## src/rtl/l2_cache_control.sv

```systemverilog
// L2 cache controller FSM: 4-way set-associative, pseudo-LRU replacement,
// write-back with victim writeback before fill. Outputs decode from state and inputs.
module l2_cache_control (
  input  logic       clk,
  input  logic       rst,
  input  logic       mem_read,
  input  logic       mem_write,
  output logic       mem_resp,
  output logic       pmem_read,
  output logic       pmem_write,
  input  logic       pmem_resp,
  input  logic [3:0] hit,
  input  logic [3:0] valid_o,
  input  logic [3:0] dirty_o,
  input  logic [2:0] MRU_o,
  output logic [2:0] MRU_i,
  output logic       load_MRU,
  output logic [3:0] valid_i,
  output logic [3:0] dirty_i,
  output logic       load_valid,
  output logic       load_dirty,
  output logic [3:0] load_tag,
  output logic [3:0] write_en_sel,
  output logic [3:0] data_i_sel,
  output logic [1:0] cacheline_o_sel,
  output logic       mm_address_sel
);

  typedef enum logic [2:0] {IDLE, CHECK, WB, FILL, SETTLE} state_t;
  state_t state;

  function automatic logic [1:0] victim_way(input logic [2:0] mru);
    if (!mru[2]) victim_way = mru[0] ? 2'd2 : 2'd3;
    else         victim_way = mru[1] ? 2'd0 : 2'd1;
  endfunction

  function automatic logic [2:0] plru_update(input logic [2:0] mru, input logic [1:0] way);
    plru_update = mru;
    case (way)
      2'd0:    begin plru_update[2] = 1'b0; plru_update[1] = 1'b0; end
      2'd1:    begin plru_update[2] = 1'b0; plru_update[1] = 1'b1; end
      2'd2:    begin plru_update[2] = 1'b1; plru_update[0] = 1'b0; end
      default: begin plru_update[2] = 1'b1; plru_update[0] = 1'b1; end
    endcase
  endfunction

  // Lowest-index way wins when the datapath reports several hits.
  function automatic logic [1:0] first_hit(input logic [3:0] h);
    if (h[0])      first_hit = 2'd0;
    else if (h[1]) first_hit = 2'd1;
    else if (h[2]) first_hit = 2'd2;
    else           first_hit = 2'd3;
  endfunction

  function automatic logic [3:0] onehot(input logic [1:0] w);
    onehot = 4'b0001 << w;
  endfunction

  logic [1:0] victim;
  logic [1:0] hit_way;
  logic       any_hit;
  logic       victim_dirty;

  assign victim       = victim_way(MRU_o);
  assign hit_way      = first_hit(hit);
  assign any_hit      = |hit;
  assign victim_dirty = valid_o[victim] & dirty_o[victim];

  always_ff @(posedge clk or negedge rst) begin
    if (!rst) begin
      state <= IDLE;
    end else begin
      case (state)
        IDLE:    if (mem_read || mem_write) state <= CHECK;
        CHECK:   if (any_hit)           state <= IDLE;
                 else if (victim_dirty) state <= WB;
                 else                   state <= FILL;
        WB:      if (pmem_resp) state <= FILL;
        FILL:    if (pmem_resp) state <= SETTLE;
        SETTLE:  state <= CHECK;
        default: state <= IDLE;
      endcase
    end
  end

  always_comb begin
    mem_resp        = 1'b0;
    pmem_read       = 1'b0;
    pmem_write      = 1'b0;
    MRU_i           = 3'b000;
    load_MRU        = 1'b0;
    valid_i         = 4'b0000;
    dirty_i         = 4'b0000;
    load_valid      = 1'b0;
    load_dirty      = 1'b0;
    load_tag        = 4'b0000;
    write_en_sel    = 4'b0000;
    data_i_sel      = 4'b0000;
    cacheline_o_sel = 2'b00;
    mm_address_sel  = 1'b0;
    case (state)
      CHECK: begin
        if (any_hit) begin
          mem_resp = 1'b1;
          load_MRU = 1'b1;
          MRU_i    = plru_update(MRU_o, hit_way);
          // A simultaneous read+write request is serviced as a write.
          if (mem_write) begin
            write_en_sel = onehot(hit_way);
            load_dirty   = 1'b1;
            dirty_i      = dirty_o | onehot(hit_way);
          end else begin
            cacheline_o_sel = hit_way;
          end
        end
      end
      WB: begin
        pmem_write      = 1'b1;
        mm_address_sel  = 1'b1;
        cacheline_o_sel = victim;
      end
      FILL: begin
        pmem_read = 1'b1;
        if (pmem_resp) begin
          write_en_sel = onehot(victim);
          data_i_sel   = onehot(victim);
          load_tag     = onehot(victim);
          load_valid   = 1'b1;
          valid_i      = valid_o | onehot(victim);
          load_dirty   = 1'b1;
          dirty_i      = dirty_o & ~onehot(victim);
        end
      end
      default: ;
    endcase
  end

endmodule
```

## config.mk

```make
export PLATFORM = sky130hd
export DESIGN_NAME = l2_cache_control
export DESIGN_NICKNAME = d
export VERILOG_FILES = /design/src/rtl/l2_cache_control.sv
export SDC_FILE = /design/constraint.sdc
export NUM_CORES = 1
export LEC_CHECK = 0
export ABC_CLOCK_PERIOD_IN_PS = 2400
export CAP_MARGIN = 20
export CORE_ASPECT_RATIO = 1.1
export CORE_MARGIN = 10
export CORE_UTILIZATION = 34
export CTS_CLUSTER_DIAMETER = 150
export DETAILED_ROUTE_END_ITERATION = 7
export HOLD_SLACK_MARGIN = 0.08
export PLACE_DENSITY = 0.85
export SLEW_MARGIN = 40
export SYNTH_ARGS = -nofsm -noshare
export SYNTH_HDL_FRONTEND = slang
export SYNTH_SLANG_ARGS = --single-unit
```

## constraint.sdc

```tcl
create_clock -name clk -period 2.4 [get_ports clk]
set_input_delay 0.24 -clock clk [delete_from_list [all_inputs] [get_ports clk]]
set_output_delay 0.24 -clock clk [all_outputs]
set_load 0.005 [all_outputs]
```

==> flow_summary.yaml <==
status:
  status: "finished clean"
route:
  antenna_left: 0
  vias: 854
  wl_um: 2580
  viasPerCell: 5.30
  drt_iter0_drc: 23
  dr.pass1.iters: 4
  wire_per_inst_um: 16.0
  post-route-drc-count: 0
yosys:
  synth-seq-cells: 3
  syn_avg_cell_area_um2: 6.71
  netlist.area_leader.share: 0.123
  syn_inst: 91
  synth_top_flop_cell: "dfrtp_1"
  synth_common_cells: "10 x inv_1, 10 x nor2_1, 9 x nand2_1, 8 x a21oi_1, 7 x buf_4"
  synth_edf_count: 0
  yosys.cell_types.count: 36
  syn-cell-area_um2: 611
  synth-seq-area-share: 0.123
  synth_area_leaders: "dfrtp_1 12%, buf_4 8.6%, a21oi_1 6.6%, inv_1 6.1%, nor2_1 6.1%"
  synth_async_sr_flop_share: 1.00
  ys_warn_count: 0
  synth_top_area_cell: "dfrtp_1"
  syn-num-nets: 111
timing:
  finalCritPeriodShare: 0.947
  slew_headroom: 0.785
  finalHoldViolCount: 0
  skew_ns: 0.00235
  setup-tns-final_ns: 0
  worst_hold_slack_ns: 0.186
  setup_viol: 0
  period_needed_ns: 2.27
  fmax_mhz: 440
  rsz0062_at_grt: "false"
  worst_slew_pin_slew_ns: 0.319
  maxSlewViolCount: 0
power:
  leakage_nw: 0.510
  finalPower_w: 0.000621
  ir_drop_v: 0.000299
  power.density_nw_per_um2: 536
clock_network:
  cts_setup_buffers: 0
  clock_path_buffers: 2
  root_buffer: "clkbuf_4"
  clkTransAtPathRegs_ns: 0.04
  tritoncts: "done"
  cts_hold_buf: 0
  cts-buffers-inserted: 3
  cts_max_level: 1
  cts.sinks: 3
  insertion_delay_ns: 0.23
worst_setup_path:
  critPathCaptureType: "primary output"
  r2r_end: "state[0]"
  r2r_slack_ns: 1.11
  critPathKind: "input port to primary output"
  worstPathMaxFanout: 9
  worstPathArrival_ns: 2.03
  required_ns: 2.16
  reg2reg_depth: 3
  r2r_start: "state[1]"
  start_kind: "input port"
placement:
  numPortBuffers: 51
  hpwl_um: 2130
  gp_congestion: 0.889
  place_inst: 157
die:
  start_util: 0.351
  chipHeight_um: 64.4
  die_w_um: 60.4
  io_pins: 52
  num_rows: 16
  die_area_um2: 3890
  coreArea_um2: 1740
hold_path:
  hold_path.class: "input port to asynchronous set/reset pin"
grt:
  grt_usage: 0.125
  grt_pass1_wl_um: 3970
  grt.overflow.total: 0
  grt_max_degree: 11
  antenna_found_initial: 0
  grt_pass1_vias: 894
cells_and_area:
  drive_gt1_frac: 0.147
  diodes: 0
  reg_top3: "state x3"
  largest_register: "state"
  final_cell_count_no_fill: 161
  largest_reg_flops: 3
  fin_nets: 164
  syn2layout_area_growth_pct: 89.8
run:
  max_cap_viol_count: 0
==> area by class of cell <==
type | count | area [um^2]
Fill cell | 150 | 583
Multi-Input combinational cell | 67 | 425
Inverter | 10 | 37.5
Sequential cell | 3 | 76.3
Clock buffer | 4 | 26.3
Timing Repair Buffer | 59 | 571
Tap cell | 18 | 22.5
==> report_power, final <==
part	leakage [nW]	internal, W	total (W)	switching, W
Combinational	0.456	0.000267	0.000427	0.000160
Clock	0.0150	0.0000623	0.0000890	0.0000266
Sequential	0.0386	0.0000674	0.000105	0.0000378
Total	0.510	0.000396	0.000621	0.000224
==> stage by stage <==
stage                util  area, um^2  setup WS (ns)
floorplan               -         611          0.931
global placement    0.646        1120          0.180
detailed placement  0.646        1120          0.174
CTS                 0.661        1150         0.0954
global route        0.665        1160        0.00739
finish              0.665        1160          0.127
==> cell families after synthesis <==
group                  after synthesis  synth area share
DFF                                  3             0.123
muxes                                1            0.0164
buffers and inverters               21             0.191
and+or+nand+nor                     41             0.389
AOI/OAI and AO/OA                   25             0.281
==> how the worst max path moves through the flow <==
stage | to | slack, ns | start | cells past startpoint
final | dirty_i[3] | 0.13 | mem_write | 6
after global routing | write_en_sel[1] | 0.007 | state[2] | 5
after CTS | cacheline_o_sel[0] | 0.1 | state[0] | 4
after detailed placement | dirty_i[3] | 0.17 | mem_write | 6
after global placement | dirty_i[1] | 0.18 | mem_write | 6
after floorplan | write_en_sel[1] | 0.93 | state[2] | 4
==> critical path, stage by stage <==
cell             delay, ns
clkdlybuf4s50_1       0.48
nor4bb_2              0.28
buf_4                 0.21
nand4b_1              0.15
o21ai_0               0.12
clkdlybuf4s50_1       0.55
==> cells in the final DEF (no fill, tap or decap), types with 2 or more instances in the layout <==
master            n
and2_1            2
a31oi_1           3
a21oi_1           8
nor2_1           10
dfrtp_1           2
and3b_1           2
nand3_1           2
a2bb2oi_1         2
o21ai_0           2
clkdlybuf4s50_1  51
inv_1            10
nor3_1            2
nor3b_1           2
nand2b_1          2
buf_4             8
a31o_2            2
nand2_1           9
nor2b_1           2
clkbuf_4          3
==> routing by layer <==
layer | part of all wire | wire length, um | GRT usage
met2 | 0.48 | 1250 | 0.213
met4 | 0.023 | 60 | 0.0506
met3 | 0.12 | 320 | 0.0682
met5 | 0 | 0 | 0
met1 | 0.37 | 950 | 0.121
==> what timing repair did <==
item,CTS,global route
setup endpoints to repair,0,4
gates resized for setup,0,2
hold endpoints to repair,0,0
No activity file was read; power rests on OpenSTA's default activity.
